File: src/rtl/mem_stage_if.sv
`default_nettype none
// ---------------------------------------------------------------------------
// mem_stage_if : EX -> MEM, MEM <-> data memory and MEM -> WB signal bundle
// Revision     : 1.0
// ---------------------------------------------------------------------------
interface mem_stage_if #(
  parameter int DATA_WIDTH   = 32,
  parameter int ADDR_WIDTH   = 32,
  parameter int INST_WIDTH   = 32,
  parameter int REG_WIDTH    = 5,
  parameter int LSU_OP_WIDTH = 4
);
  logic                    ex_valid;
  logic                    ex_ready;
  logic [INST_WIDTH-1:0]   ex_inst;
  logic [ADDR_WIDTH-1:0]   ex_pc;
  logic [DATA_WIDTH-1:0]   ex_result;
  logic                    ex_rd_wr_en;
  logic [REG_WIDTH-1:0]    ex_rd_wr_addr;
  logic [DATA_WIDTH-1:0]   ex_lsu_data;
  logic [LSU_OP_WIDTH-1:0] ex_lsu_op;

  logic                    dm_req;
  logic                    dm_we;
  logic [ADDR_WIDTH-1:0]   dm_addr;
  logic [DATA_WIDTH-1:0]   dm_wdata;
  logic [3:0]              dm_wstrb;
  logic                    dm_gnt;
  logic                    dm_rvalid;
  logic [DATA_WIDTH-1:0]   dm_rdata;

  logic                    wb_valid;
  logic                    wb_ready;
  logic [INST_WIDTH-1:0]   wb_inst;
  logic [ADDR_WIDTH-1:0]   wb_pc;
  logic [DATA_WIDTH-1:0]   wb_result;
  logic                    wb_rd_wr_en;
  logic [REG_WIDTH-1:0]    wb_rd_wr_addr;
  logic                    wb_ale;

  // master: the memory stage itself (drives dm_* requests and the wb_* payload)
  modport master (
    input  ex_valid, ex_inst, ex_pc, ex_result, ex_rd_wr_en, ex_rd_wr_addr,
           ex_lsu_data, ex_lsu_op, dm_gnt, dm_rvalid, dm_rdata, wb_ready,
    output ex_ready, dm_req, dm_we, dm_addr, dm_wdata, dm_wstrb,
           wb_valid, wb_inst, wb_pc, wb_result, wb_rd_wr_en, wb_rd_wr_addr, wb_ale
  );

  modport slave (
    output ex_valid, ex_inst, ex_pc, ex_result, ex_rd_wr_en, ex_rd_wr_addr,
           ex_lsu_data, ex_lsu_op, dm_gnt, dm_rvalid, dm_rdata, wb_ready,
    input  ex_ready, dm_req, dm_we, dm_addr, dm_wdata, dm_wstrb,
           wb_valid, wb_inst, wb_pc, wb_result, wb_rd_wr_en, wb_rd_wr_addr, wb_ale
  );
endinterface
`default_nettype wire

File: src/rtl/mem_stage.sv
`default_nettype none
// ---------------------------------------------------------------------------
// mem_stage : pipeline memory stage with load/store unit and WB output register
// Revision  : 1.0
// ---------------------------------------------------------------------------
module mem_stage #(
  parameter int DATA_WIDTH   = 32,
  parameter int ADDR_WIDTH   = 32,
  parameter int INST_WIDTH   = 32,
  parameter int REG_WIDTH    = 5,
  parameter int LSU_OP_WIDTH = 4
) (
  input  logic        clk,
  input  logic        rst_n,
  mem_stage_if.master bus
);
  localparam logic [LSU_OP_WIDTH-1:0] OP_LD_B  = LSU_OP_WIDTH'(1);
  localparam logic [LSU_OP_WIDTH-1:0] OP_LD_H  = LSU_OP_WIDTH'(2);
  localparam logic [LSU_OP_WIDTH-1:0] OP_LD_W  = LSU_OP_WIDTH'(3);
  localparam logic [LSU_OP_WIDTH-1:0] OP_LD_BU = LSU_OP_WIDTH'(4);
  localparam logic [LSU_OP_WIDTH-1:0] OP_LD_HU = LSU_OP_WIDTH'(5);
  localparam logic [LSU_OP_WIDTH-1:0] OP_ST_B  = LSU_OP_WIDTH'(6);
  localparam logic [LSU_OP_WIDTH-1:0] OP_ST_H  = LSU_OP_WIDTH'(7);
  localparam logic [LSU_OP_WIDTH-1:0] OP_ST_W  = LSU_OP_WIDTH'(8);

  typedef enum logic [1:0] {
    IDLE = 2'd0,
    REQ  = 2'd1,
    RESP = 2'd2
  } state_t;

  state_t                  state;
  logic [LSU_OP_WIDTH-1:0] p_op;
  logic [1:0]              p_off;
  logic                    p_rd_wr_en;
  logic [DATA_WIDTH-1:0]   p_addr;

  logic                    ex_is_load;
  logic                    ex_is_store;
  logic                    ex_half;
  logic                    ex_word;
  logic [1:0]              ex_off;
  logic                    ex_misaligned;
  logic                    accept;
  logic [DATA_WIDTH-1:0]   st_wdata;
  logic [3:0]              st_wstrb;
  logic [DATA_WIDTH-1:0]   rd_shift;
  logic [DATA_WIDTH-1:0]   load_data;

  always_comb begin
    ex_is_load  = 1'b0;
    ex_is_store = 1'b0;
    ex_half     = 1'b0;
    ex_word     = 1'b0;
    case (bus.ex_lsu_op)
      OP_LD_B, OP_LD_BU: ex_is_load = 1'b1;
      OP_LD_H, OP_LD_HU: begin ex_is_load = 1'b1;  ex_half = 1'b1; end
      OP_LD_W:           begin ex_is_load = 1'b1;  ex_word = 1'b1; end
      OP_ST_B:           ex_is_store = 1'b1;
      OP_ST_H:           begin ex_is_store = 1'b1; ex_half = 1'b1; end
      OP_ST_W:           begin ex_is_store = 1'b1; ex_word = 1'b1; end
      default:           ;
    endcase
  end

  assign ex_off        = bus.ex_result[1:0];
  assign ex_misaligned = (ex_half && ex_off[0]) || (ex_word && (ex_off != 2'b00));
  assign bus.ex_ready  = (state == IDLE) && (!bus.wb_valid || bus.wb_ready);
  assign accept        = bus.ex_valid && bus.ex_ready;

  // Narrow stores replicate the datum across every lane; the strobe picks the lane.
  always_comb begin
    if (ex_word) begin
      st_wdata = bus.ex_lsu_data;
      st_wstrb = 4'b1111;
    end else if (ex_half) begin
      st_wdata = {(DATA_WIDTH/16){bus.ex_lsu_data[15:0]}};
      st_wstrb = 4'b0011 << ex_off;
    end else begin
      st_wdata = {(DATA_WIDTH/8){bus.ex_lsu_data[7:0]}};
      st_wstrb = 4'b0001 << ex_off;
    end
  end

  assign rd_shift = bus.dm_rdata >> {p_off, 3'b000};

  always_comb begin
    load_data = bus.dm_rdata;
    case (p_op)
      OP_LD_B:  load_data = {{(DATA_WIDTH-8){rd_shift[7]}}, rd_shift[7:0]};
      OP_LD_BU: load_data = {{(DATA_WIDTH-8){1'b0}}, rd_shift[7:0]};
      OP_LD_H:  load_data = {{(DATA_WIDTH-16){rd_shift[15]}}, rd_shift[15:0]};
      OP_LD_HU: load_data = {{(DATA_WIDTH-16){1'b0}}, rd_shift[15:0]};
      default:  load_data = bus.dm_rdata;
    endcase
  end

  always_ff @(posedge clk) begin
    if (!rst_n) begin
      state             <= IDLE;
      p_op              <= '0;
      p_off             <= '0;
      p_rd_wr_en        <= 1'b0;
      p_addr            <= '0;
      bus.dm_req        <= 1'b0;
      bus.dm_we         <= 1'b0;
      bus.dm_addr       <= '0;
      bus.dm_wdata      <= '0;
      bus.dm_wstrb      <= '0;
      bus.wb_valid      <= 1'b0;
      bus.wb_inst       <= '0;
      bus.wb_pc         <= '0;
      bus.wb_result     <= '0;
      bus.wb_rd_wr_en   <= 1'b0;
      bus.wb_rd_wr_addr <= '0;
      bus.wb_ale        <= 1'b0;
    end else begin
      if (bus.wb_valid && bus.wb_ready) begin
        bus.wb_valid <= 1'b0;
      end
      case (state)
        IDLE: begin
          // Accepting implies the WB register is empty or draining this cycle,
          // so the pass-through fields may be overwritten right away.
          if (accept) begin
            bus.wb_inst       <= bus.ex_inst;
            bus.wb_pc         <= bus.ex_pc;
            bus.wb_rd_wr_addr <= bus.ex_rd_wr_addr;
            p_op              <= bus.ex_lsu_op;
            p_off             <= ex_off;
            p_rd_wr_en        <= bus.ex_rd_wr_en;
            p_addr            <= bus.ex_result;
            if ((ex_is_load || ex_is_store) && !ex_misaligned) begin
              state        <= REQ;
              bus.dm_req   <= 1'b1;
              bus.dm_we    <= ex_is_store;
              bus.dm_addr  <= {bus.ex_result[ADDR_WIDTH-1:2], 2'b00};
              bus.dm_wdata <= st_wdata;
              bus.dm_wstrb <= ex_is_store ? st_wstrb : 4'b0000;
            end else begin
              bus.wb_valid    <= 1'b1;
              bus.wb_result   <= bus.ex_result;
              bus.wb_rd_wr_en <= bus.ex_rd_wr_en && !ex_misaligned;
              bus.wb_ale      <= ex_misaligned;
            end
          end
        end
        REQ: begin
          if (bus.dm_gnt) begin
            bus.dm_req <= 1'b0;
            bus.dm_we  <= 1'b0;
            if (bus.dm_we) begin
              state           <= IDLE;
              bus.wb_valid    <= 1'b1;
              bus.wb_result   <= p_addr;
              bus.wb_rd_wr_en <= 1'b0;
              bus.wb_ale      <= 1'b0;
            end else begin
              state <= RESP;
            end
          end
        end
        RESP: begin
          if (bus.dm_rvalid) begin
            state           <= IDLE;
            bus.wb_valid    <= 1'b1;
            bus.wb_result   <= load_data;
            bus.wb_rd_wr_en <= p_rd_wr_en;
            bus.wb_ale      <= 1'b0;
          end
        end
        default: state <= IDLE;
      endcase
    end
  end
endmodule
`default_nettype wire

File: src/flat_wrapper.sv
// flat-port wrapper written by rule: the top's interface ports become plain ports
module mem_stage_flat 
#(
  parameter int DATA_WIDTH   = 32,
  parameter int ADDR_WIDTH   = 32,
  parameter int INST_WIDTH   = 32,
  parameter int REG_WIDTH    = 5,
  parameter int LSU_OP_WIDTH = 4
)
  (clk, rst_n, bus_ex_valid, bus_ex_inst, bus_ex_pc, bus_ex_result, bus_ex_rd_wr_en, bus_ex_rd_wr_addr, bus_ex_lsu_data, bus_ex_lsu_op, bus_dm_gnt, bus_dm_rvalid, bus_dm_rdata, bus_wb_ready, bus_ex_ready, bus_dm_req, bus_dm_we, bus_dm_addr, bus_dm_wdata, bus_dm_wstrb, bus_wb_valid, bus_wb_inst, bus_wb_pc, bus_wb_result, bus_wb_rd_wr_en, bus_wb_rd_wr_addr, bus_wb_ale);
  mem_stage_if #(.DATA_WIDTH(DATA_WIDTH), .ADDR_WIDTH(ADDR_WIDTH), .INST_WIDTH(INST_WIDTH), .REG_WIDTH(REG_WIDTH), .LSU_OP_WIDTH(LSU_OP_WIDTH)) bus_i ();
  input  logic clk;
  input  logic rst_n;
  input wire logic [$bits(bus_i.ex_valid)-1:0] bus_ex_valid;
  input wire logic [$bits(bus_i.ex_inst)-1:0] bus_ex_inst;
  input wire logic [$bits(bus_i.ex_pc)-1:0] bus_ex_pc;
  input wire logic [$bits(bus_i.ex_result)-1:0] bus_ex_result;
  input wire logic [$bits(bus_i.ex_rd_wr_en)-1:0] bus_ex_rd_wr_en;
  input wire logic [$bits(bus_i.ex_rd_wr_addr)-1:0] bus_ex_rd_wr_addr;
  input wire logic [$bits(bus_i.ex_lsu_data)-1:0] bus_ex_lsu_data;
  input wire logic [$bits(bus_i.ex_lsu_op)-1:0] bus_ex_lsu_op;
  input wire logic [$bits(bus_i.dm_gnt)-1:0] bus_dm_gnt;
  input wire logic [$bits(bus_i.dm_rvalid)-1:0] bus_dm_rvalid;
  input wire logic [$bits(bus_i.dm_rdata)-1:0] bus_dm_rdata;
  input wire logic [$bits(bus_i.wb_ready)-1:0] bus_wb_ready;
  output wire logic [$bits(bus_i.ex_ready)-1:0] bus_ex_ready;
  output wire logic [$bits(bus_i.dm_req)-1:0] bus_dm_req;
  output wire logic [$bits(bus_i.dm_we)-1:0] bus_dm_we;
  output wire logic [$bits(bus_i.dm_addr)-1:0] bus_dm_addr;
  output wire logic [$bits(bus_i.dm_wdata)-1:0] bus_dm_wdata;
  output wire logic [$bits(bus_i.dm_wstrb)-1:0] bus_dm_wstrb;
  output wire logic [$bits(bus_i.wb_valid)-1:0] bus_wb_valid;
  output wire logic [$bits(bus_i.wb_inst)-1:0] bus_wb_inst;
  output wire logic [$bits(bus_i.wb_pc)-1:0] bus_wb_pc;
  output wire logic [$bits(bus_i.wb_result)-1:0] bus_wb_result;
  output wire logic [$bits(bus_i.wb_rd_wr_en)-1:0] bus_wb_rd_wr_en;
  output wire logic [$bits(bus_i.wb_rd_wr_addr)-1:0] bus_wb_rd_wr_addr;
  output wire logic [$bits(bus_i.wb_ale)-1:0] bus_wb_ale;
  assign bus_i.ex_valid = bus_ex_valid;
  assign bus_i.ex_inst = bus_ex_inst;
  assign bus_i.ex_pc = bus_ex_pc;
  assign bus_i.ex_result = bus_ex_result;
  assign bus_i.ex_rd_wr_en = bus_ex_rd_wr_en;
  assign bus_i.ex_rd_wr_addr = bus_ex_rd_wr_addr;
  assign bus_i.ex_lsu_data = bus_ex_lsu_data;
  assign bus_i.ex_lsu_op = bus_ex_lsu_op;
  assign bus_i.dm_gnt = bus_dm_gnt;
  assign bus_i.dm_rvalid = bus_dm_rvalid;
  assign bus_i.dm_rdata = bus_dm_rdata;
  assign bus_i.wb_ready = bus_wb_ready;
  assign bus_ex_ready = bus_i.ex_ready;
  assign bus_dm_req = bus_i.dm_req;
  assign bus_dm_we = bus_i.dm_we;
  assign bus_dm_addr = bus_i.dm_addr;
  assign bus_dm_wdata = bus_i.dm_wdata;
  assign bus_dm_wstrb = bus_i.dm_wstrb;
  assign bus_wb_valid = bus_i.wb_valid;
  assign bus_wb_inst = bus_i.wb_inst;
  assign bus_wb_pc = bus_i.wb_pc;
  assign bus_wb_result = bus_i.wb_result;
  assign bus_wb_rd_wr_en = bus_i.wb_rd_wr_en;
  assign bus_wb_rd_wr_addr = bus_i.wb_rd_wr_addr;
  assign bus_wb_ale = bus_i.wb_ale;
  mem_stage #(.DATA_WIDTH(DATA_WIDTH), .ADDR_WIDTH(ADDR_WIDTH), .INST_WIDTH(INST_WIDTH), .REG_WIDTH(REG_WIDTH), .LSU_OP_WIDTH(LSU_OP_WIDTH)) u_core (.clk(clk), .rst_n(rst_n), .bus(bus_i));
endmodule
File: config.mk
export PLATFORM = sky130hd
export DESIGN_NAME = mem_stage_flat
export DESIGN_NICKNAME = d
export VERILOG_FILES = /design/src/rtl/mem_stage_if.sv /design/src/rtl/mem_stage.sv /design/src/flat_wrapper.sv
export SDC_FILE = /design/constraint.sdc
export NUM_CORES = 1
export LEC_CHECK = 0
export CELL_PAD_IN_SITES_DETAIL_PLACEMENT = 2
export CELL_PAD_IN_SITES_GLOBAL_PLACEMENT = 2
export CORE_MARGIN = 4
export CORE_UTILIZATION = 22
export CTS_CLUSTER_DIAMETER = 120
export DETAILED_ROUTE_END_ITERATION = 12
export GPL_TIMING_DRIVEN = 0
export PLACE_DENSITY_LB_ADDON = 0.1
export SYNTH_ARGS = -nofsm -noshare
export SYNTH_HDL_FRONTEND = slang
export SYNTH_SLANG_ARGS = --single-unit
File: constraint.sdc
create_clock -name clk -period 2.3 [get_ports clk]
set_clock_uncertainty 0.15 [all_clocks]
set_input_delay 0.46 -clock clk [delete_from_list [all_inputs] [get_ports clk]]
set_output_delay 0.46 -clock clk [all_outputs]
set_load 0.03 [all_outputs]
==> results of run 1 <==
[through the flow]
stage	hold WS, ns	TNS, ns
floorplan	0.287	0
global placement	0.291	-148.39
detailed placement	0.301	-159.22
CTS	0.103	0
global route	0.144	-0.0385
finish	0.133	0
[layer usage]
metal | part of all wire [%] | track usage (%) | up-vias
met5 | 0.041 | 0 | -
met4 | 1.8 | 4.49 | 2
met3 | 4.9 | 4.18 | 44
met2 | 48 | 34.4 | 240
met1 | 45 | 26.0 | 5296
li1 | - | - | 5014
[cell type report]
class | count | area (µm²)
Fill cell | 4854 | 27400
Multi-Input combinational cell | 886 | 4930
Sequential cell | 211 | 4230
Timing Repair Buffer | 360 | 3580
Clock buffer | 35 | 746
Tap cell | 577 | 722
Buffer | 104 | 583
Clock inverter | 12 | 90.1
Inverter | 8 | 33.8
Antenna cell | 4 | 10.0
[Yosys cell counts (3+ instances only)]
master	instances
inv_1	7
a31oi_1	18
nand2b_1	4
o31ai_1	10
a32o_1	16
a311o_1	8
buf_6	7
o221ai_1	7
ha_1	4
mux2i_1	22
buf_4	10
clkbuf_1	71
o2111ai_1	7
o21a_1	3
buf_2	15
o21ai_0	49
nor2_1	47
a211oi_1	17
nand3_1	40
o211ai_1	30
nand2_1	364
o21ai_1	4
a21oi_1	154
nor3_1	5
a311oi_1	9
a221oi_1	8
nor2b_1	12
dfxtp_1	211
buf_1	6
[worst max path at each step]
stage / cells past startpoint / slack (ns) / end / startpoint
floorplan: 8 / 0.14 / u_core.bus.wb_ale$_SDFFE_PN0P_ / bus_ex_lsu_op[3]
global placement: 8 / -0.96 / u_core.bus.wb_pc[22]$_SDFFE_PN0P_ / bus_wb_ready
detailed placement: 8 / -1.06 / u_core.p_addr[13]$_SDFFE_PN0P_ / bus_wb_ready
CTS: 7 / 0.001 / u_core.bus.dm_wdata[19]$_SDFFE_PN0P_ / bus_ex_lsu_op[0]
global route: 7 / -0.01 / u_core.bus.wb_result[11]$_SDFFE_PN0P_ / u_core.p_addr[1]$_SDFFE_PN0P_
finish: 1 / 0.04 / bus_wb_rd_wr_en / u_core.bus.wb_rd_wr_en$_SDFFE_PN0P_
[registers in the layout, indices dropped and copies added, names as in the netlist]
signal,count
u_core.p_addr,32
u_core.bus.dm_addr,30
u_core.bus.wb_rd_wr_en,1
u_core.bus.wb_valid,1
u_core.state,2
u_core.bus.wb_rd_wr_addr,5
u_core.bus.wb_pc,32
u_core.bus.wb_result,32
u_core.bus.dm_wstrb,4
u_core.p_op,4
u_core.p_rd_wr_en,1
u_core.bus.wb_ale,1
u_core.bus.wb_inst,32
u_core.bus.dm_req,1
u_core.bus.dm_we,1
u_core.bus.dm_wdata,32
[timing repair]
| item | in CTS | in global routing |
|---|---|---|
| resized for setup | 77 | 33 |
| buffers inserted | 6 | 9 |
| pin swaps | 8 | 5 |
| endpoints found under the setup margin | 213 | 132 |
[power by group]
part / internal (mW) / switching, mW
logic: 1.22 / 1.87
clock network: 2.38 / 1.72
registers: 3.97 / 0.187
total: 7.57 / 3.77
[cells by family after synthesis]
family / count (synthesis) / synth area share, %
flops: 211 / 44.5
other cells: 1 / 0.0395
mux: 23 / 2.56
compound gates: 363 / 25.0
fa+ha+maj: 4 / 0.527
buf+inv: 117 / 5.77
simple gates: 494 / 21.7
==> impl_metrics.ini, run 1 <==
[status]
status = finished clean

[grt]
grt_max_degree = 13
grt_pass1_wl_um = 72500
grt_antenna_before_repair = 5
first_global_vias = 11400
overflow = 0
grt_use_total_pct = 20.1

[min_path]
holdCritStartpoint = bus_ex_lsu_op[3]
worstHoldPathCells = 3
min_to = u_core.p_op[3]$_SDFFE_PN0P_
hold_class = input port to flip-flop

[synth]
ys_top_cells_by_area = dfxtp_1 (44%), nand2_1 (14%), a21oi_1 (8.1%)
synth_edf_count = 0
synth_top_cell_area_share_pct = 44.5
synth_cells = 1213
syn_area_um2 = 9490
yosysTopAreaCell = dfxtp_1
yosysSeqAreaShare_pct = 44.5
ys_seq_elements = 211
synth_cell_types = 67
yosys_warnings = 0
synthFlopType = dfxtp_1
syn_avg_cell_area_um2 = 7.83
async_flop_share_pct = 0

[layout]
syn_to_final_growth_pct = 57.2
nets = 1778
drive_gt1_share_pct = 10.1
final_common_cell = nand2_1
utilization_pct = 35.3
stdcell_count = 2197
layout_common_cells = nand2_1 (363), clkdlybuf4s50_1 (338), dfxtp_1 (208)
fin_area_um2 = 14900

[route]
drt-total-wl_um = 49000
first_iter_violations = 318
dr.pass1.iters = 4
vias_per_cell = 4.82
vias = 10600
drc_errors = 0
drtAntennaViolNets = 0
wire_per_inst_um = 22.3

[flow_run]
cap_viol_max_count = 0

[critical_path]
worstPathArrival_ns = 1.65
reg2reg_from = u_core.p_addr[1]$_SDFFE_PN0P_
crit_path_top_delay_cell = clkdlybuf4s50_1
crit_fanout = 2
worst-r2r-setup-slack_ns = 0.07
path_class = flip-flop to output port
setup.worst_path.end_class = output port
path_delay_family = buffers and inverters
slowest_delay_ns = 0.77
worstPathCellList = clkdlybuf4s50_1
reg2regPathDepth = 7
start_kind = flip-flop
timing.rr.end = u_core.bus.wb_result[27]$_SDFFE_PN0P_
worstPathRequired_ns = 1.69
path_buf_inv = 1

[sta]
slew_headroom_pct = 43.7
layout_setup_ws_ns = 0.0403
tightest_slew_ns = 0.845
final-setup-viol-count = 0
max_freq_mhz = 443
finalCritPeriodShare_pct = 98.2
slew_violations = 0
hold_viol = 0
layout_min_cycle_time_ns = 2.26

[clock_tree]
cts.sinks = 211
cts-root-buf = clkbuf_16
clockBufferDepth = 3
htreeDepth = 1
numCtsBuffers = 27
ctsHoldBuffers = 0
clk_pin_slew_worst_paths_ns = 0.06
tritoncts = yes
insertion_delay_ns = 0.54

[power_and_ir_drop]
pwr_density_cell_nw_per_um2 = 760
finalPower_mw = 11.3
peakVddDrop_uv = 544
p_leak_nw = 5.24

[die]
die_area_um2 = 46500
start_util_pct = 22.4
rows = 75
die_h_um = 216
die_w_um = 216
num_io_pins = 351
core_um2 = 42300

[placement]
place_area_um2 = 13700
dp_cells = 2136
port_buffers = 345
finalWeightedCongestion = 0.791
hpwlAfterDp_um = 37400
pre_cts_slack_ns = -1.06
Power figures use the tool's default switching activity.
==> run 2: changes to the inputs <==
- CTS_CLUSTER_SIZE: not set -> 20
- GPL_ROUTABILITY_DRIVEN: not set -> 0
==> run 2 against run 1 <==
  * The run now ends with setup timing left
  * Clock-buffer cell count decreased by 19
  * Die area unchanged
  * Cell area decreased by 2.4%
  * First-iteration DRC count increased by 4.1%
  * Final cell count decreased by 1.0%
  * Critical path type is now flip-flop to flip-flop
  * Largest cell class unchanged
==> impl_metrics.ini, run 2 (synthesis results as in run 1) <==
[die]
die_area_um2 = 46500
start_util_pct = 22.4
die_h_um = 216
core_um2 = 42300
rows = 75
die_w_um = 216
num_io_pins = 351

[sta]
max_freq_mhz = 431
rsz0062_at_grt = true
slew_violations = 0
finalCritPeriodShare_pct = 101
hold_viol = 0
slew_headroom_pct = 43.6
tightest_slew_ns = 0.846
layout_min_cycle_time_ns = 2.32
final-setup-viol-count = 2
layout_setup_ws_ns = -0.0195
fin_hold_ws_ns = 0.186

[critical_path]
path_buf_inv = 1
path_class = flip-flop to flip-flop
setup.worst_path.end_class = flip-flop
path_delay_family = compound AO/OA/AOI/OAI gates
crit_path_top_delay_cell = nor3_2
worstPathArrival_ns = 2.57
start_kind = flip-flop
slowest_delay_ns = 0.45
worstPathCellList = nor3_2, nor3_4, clkbuf_1, o21ai_0, a31oi_1, a32o_1
path_depth = 6
worstPathRequired_ns = 2.55
crit_fanout = 10
reg2regPathDepth = 6

[power_and_ir_drop]
power.switching_mw = 3.48
power.share.switching_pct = 34.8
p_comb_share_pct = 31.0
p_leak_nw = 5.04
pwr_density_cell_nw_per_um2 = 687
seqPwrFrac_pct = 41.4
finalPower_mw = 10.0
intPower_mw = 6.52
clkPwrFrac_pct = 27.5
peakVddDrop_uv = 368

[route]
first_iter_violations = 331
vias = 10600
drc_errors = 0
vias_per_cell = 4.85
wire_per_inst_um = 22.4
drt-total-wl_um = 48700
drtAntennaViolNets = 0
dr.pass1.iters = 5

[layout]
layout_common_cells = nand2_1 (363), clkdlybuf4s50_1 (342), dfxtp_1 (208)
final_common_cell = nand2_1
nets = 1771
syn_to_final_growth_pct = 53.4
utilization_pct = 34.4
drive_gt1_share_pct = 9.67

[status]
status = finished with violations
violations = setup timing

[clock_tree]
numCtsBuffers = 14
clk_pin_slew_worst_paths_ns = 0.09
cts.sinks = 211
htreeDepth = 1
insertion_delay_ns = 0.51
ctsHoldBuffers = 0
cts-root-buf = clkbuf_16
tritoncts = yes
clockBufferDepth = 3

[min_path]
worstHoldPathCells = 3
hold_class = input port to flip-flop

[flow_run]
cap_viol_max_count = 0

[grt]
overflow = 0
grt_antenna_before_repair = 5
grt_max_degree = 21
grt_pass1_wl_um = 71800
first_global_vias = 11300
grt_use_total_pct = 19.8

[placement]
port_buffers = 345
hpwlAfterDp_um = 37400
pre_cts_slack_ns = -1.06
[run 2: cell types whose count changed in the layout (fill, tap and decap cells not counted), sizes merged]
cell	before	now
clkbuf	105	83
buf	50	59
clkinv	9	1
clkdlybuf4s50	338	342
dlymetal6s2s	4	1
clkinvlp	3	1
dlygate4sd2	2	1
[run 2: final cells by class]
type | instances | area [µm²]
Fill cell | 4860 | 27800
Clock buffer | 16 | 389
Clock inverter | 2 | 35.0
Antenna cell | 4 | 10.0
Tap cell | 577 | 722
Timing Repair Buffer | 366 | 3620
Inverter | 8 | 33.8
Sequential cell | 211 | 4230
Buffer | 104 | 603
Multi-Input combinational cell | 886 | 4920
[run 2: repair_timing]
action	in CTS	in global routing
buffers inserted	15	5
pin swaps	13	6
cloned	0	1
setup endpoints to repair	211	116
resized for setup	79	42
[run 2: power groups by stage]
stage	Clock [mW]	Combinational, mW	Sequential (mW)
after floorplan	0	1.06	4.69
after global placement	0	2.95	4.21
after detailed placement	0	3.00	4.23
after CTS	2.88	3.11	4.15
after global routing	2.99	3.33	4.19
final	2.75	3.10	4.14
[run 2: path summary, 6_finish.rpt]
kind	startpoint	end	slack, ns
worst max register to register	u_core.p_op[0]$_SDFFE_PN0P_	u_core.bus.wb_result[23]$_SDFFE_PN0P_	-0.02
worst min register to register	u_core.bus.wb_pc[20]$_SDFFE_PN0P_	u_core.bus.wb_pc[20]$_SDFFE_PN0P_	0.31
worst max-delay path	u_core.p_op[0]$_SDFFE_PN0P_	u_core.bus.wb_result[23]$_SDFFE_PN0P_	-0.02
worst min-delay path	bus_ex_result[1]	u_core.p_addr[1]$_SDFFE_PN0P_	0.19
[run 2: metal layers]
layer	GRT usage, %	wire, µm	share of wire (%)	up-vias
li1	-	-	-	4978
met1	26.0	22000	45	5304
met2	34.2	23600	48	233
met3	3.46	2420	5.0	35
met4	4.21	686	1.4	2
met5	0	20	0.041	-
[run 2: worst reg2reg max path: cells and delay by family, from the launching register on]
kind | cells | cell delay [ns]
AOI/OAI and AO/OA | 3 | 0.87
and+or+nand+nor | 2 | 0.58
DFF | 1 | 0.37
buffers and inverters | 1 | 0.23
[run 2: through the flow]
stage	instance area [µm²]	setup TNS, ns	instances
6_report	14600	-0.0358	2174
5_1_grt	14600	-0.586	2174
4_1_cts	14400	0	2166
3_5_place_dp	13700	-159.22	2136
3_3_place_gp	13700	-148.39	2136
2_1_floorplan	9500	0	1214
==> run 3: changes to the inputs <==
- CTS_BUF_LIST: not set -> sky130_fd_sc_hd__clkbuf_16
==> run 3 against run 2 <==
  * The flow now finishes without violations
  * Core utilization about the same
  * Final cell count unchanged
  * Fmax up 1.7%
  * Cell area about the same
  * Sequential cell count unchanged
  * Clock-buffer cell count down 1
  * Combinational power about the same
  * First-iteration DRC count up 2.1%
  * Non-clock buffer count unchanged
  * Sequential share of layout area about the same
  * Critical path type unchanged
==> impl_metrics.ini, run 3 (synthesis results as in run 1) <==
[critical_path]
worstPathArrival_ns = 2.53
start_kind = flip-flop
path_class = flip-flop to flip-flop
worstPathRequired_ns = 2.55
setup.worst_path.end_class = flip-flop
crit_fanout = 10

[power_and_ir_drop]
pwr_density_cell_nw_per_um2 = 684
p_comb_share_pct = 31.2
seqPwrFrac_pct = 41.7
p_leak_nw = 5.03
power.share.switching_pct = 34.8
power.switching_mw = 3.47
peakVddDrop_uv = 368
intPower_mw = 6.48
clkPwrFrac_pct = 27.1

[min_path]
hold_class = input port to flip-flop

[grt]
overflow = 0
grt_antenna_before_repair = 5
grt_pass1_wl_um = 71800
first_global_vias = 11300
grt_max_degree = 21
grt_use_total_pct = 19.8

[placement]
place_area_um2 = 13700
port_buffers = 345
hpwlAfterDp_um = 37400

[clock_tree]
clk_pin_slew_worst_paths_ns = 0.09
numCtsBuffers = 14
cts.sinks = 211
htreeDepth = 1
ctsHoldBuffers = 0
cts-root-buf = clkbuf_16
tritoncts = yes
insertion_delay_ns = 0.50
clockBufferDepth = 3

[sta]
tightest_slew_ns = 0.856
final-setup-viol-count = 0
hold_viol = 0
layout_min_cycle_time_ns = 2.28
setup_tns_ns = 0
slew_headroom_pct = 42.9
rsz0062_at_grt = true
slew_violations = 0
finalCritPeriodShare_pct = 99.1
max_freq_mhz = 439

[die]
die_h_um = 216
core_um2 = 42300
num_io_pins = 351
die_w_um = 216
die_area_um2 = 46500
rows = 75
start_util_pct = 22.4

[status]
status = finished clean

[layout]
syn_to_final_growth_pct = 53.3
drive_gt1_share_pct = 9.60
layout_common_cells = nand2_1 (363), clkdlybuf4s50_1 (342), dfxtp_1 (208)
fin_area_um2 = 14600
nets = 1771
final_common_cell = nand2_1

[route]
dr.pass1.iters = 5
drt-total-wl_um = 48600
drtAntennaViolNets = 0
vias = 10600
drc_errors = 0
wire_per_inst_um = 22.4
first_iter_violations = 338
vias_per_cell = 4.87

[flow_run]
cap_viol_max_count = 0
[run 3: through the flow]
stage,total power [mW],std cells,setup WS [ns],hold slack (ns),util (%)
after floorplan,5.75,1214,0.140,0.287,-
after global placement,7.16,2136,-0.955,0.291,32.3
after detailed placement,7.22,2136,-1.06,0.301,32.3
after CTS,10.1,2166,0.00332,0.167,34.1
after global routing,10.5,2174,-0.115,0.196,34.4
final,9.95,2174,0.0196,0.184,34.4
[run 3: final timing paths]
kind	from	end	slack, ns	depth (start not counted)
worst max-delay path	u_core.p_op[0]$_SDFFE_PN0P_	u_core.bus.wb_result[23]$_SDFFE_PN0P_	0.02	6
worst min-delay path	bus_ex_lsu_op[3]	u_core.p_op[3]$_SDFFE_PN0P_	0.18	3
worst max register to register	u_core.p_op[0]$_SDFFE_PN0P_	u_core.bus.wb_result[23]$_SDFFE_PN0P_	0.02	6
worst min register to register	u_core.bus.wb_rd_wr_addr[1]$_SDFFE_PN0P_	u_core.bus.wb_rd_wr_addr[1]$_SDFFE_PN0P_	0.31	2
[run 3: worst max-delay path, stage by stage (launching register included)]
cell and delay, ns:
dfxtp_1 0.37, nor3_2 0.44, nor3_4 0.13, clkbuf_1 0.23, o21ai_0 0.44, a31oi_1 0.15, a32o_1 0.27
[run 3: power groups by stage]
stage               clock network (mW)  registers (mW)  logic (mW)
floorplan                            0            4.69        1.06
global placement                     0            4.21        2.95
detailed placement                   0            4.23        3.00
CTS                               2.85            4.15        3.11
global route                      2.96            4.19        3.33
finish                            2.70            4.14        3.10
[run 3: area by class of cell]
type / instances / area [µm²]
plain buffers: 104 / 603
fillers: 4863 / 27800
flip-flops and latches: 211 / 4230
well taps: 577 / 722
repair buffers: 366 / 3620
clock inverters: 3 / 38.8
clock buffers: 15 / 375
diodes: 4 / 10.0
inverters: 8 / 33.8
multi-input cells: 886 / 4920
[run 3: per-layer routing]
| metal | up-vias | part of all wire, % | global-route usage (%) |
|---|---|---|---|
| met5 | - | 0.041 | 0 |
| met4 | 2 | 1.5 | 4.36 |
| met3 | 40 | 4.8 | 3.46 |
| met2 | 229 | 48 | 34.1 |
| met1 | 5329 | 45 | 26.0 |
| li1 | 4982 | - | - |
[run 3: what timing repair did]
action                                  CTS  global route
pin swaps                                13             6
endpoints found under the setup margin  211           118
setup buffers                            15             5
cloned                                    0             1
resized for setup                        79            42
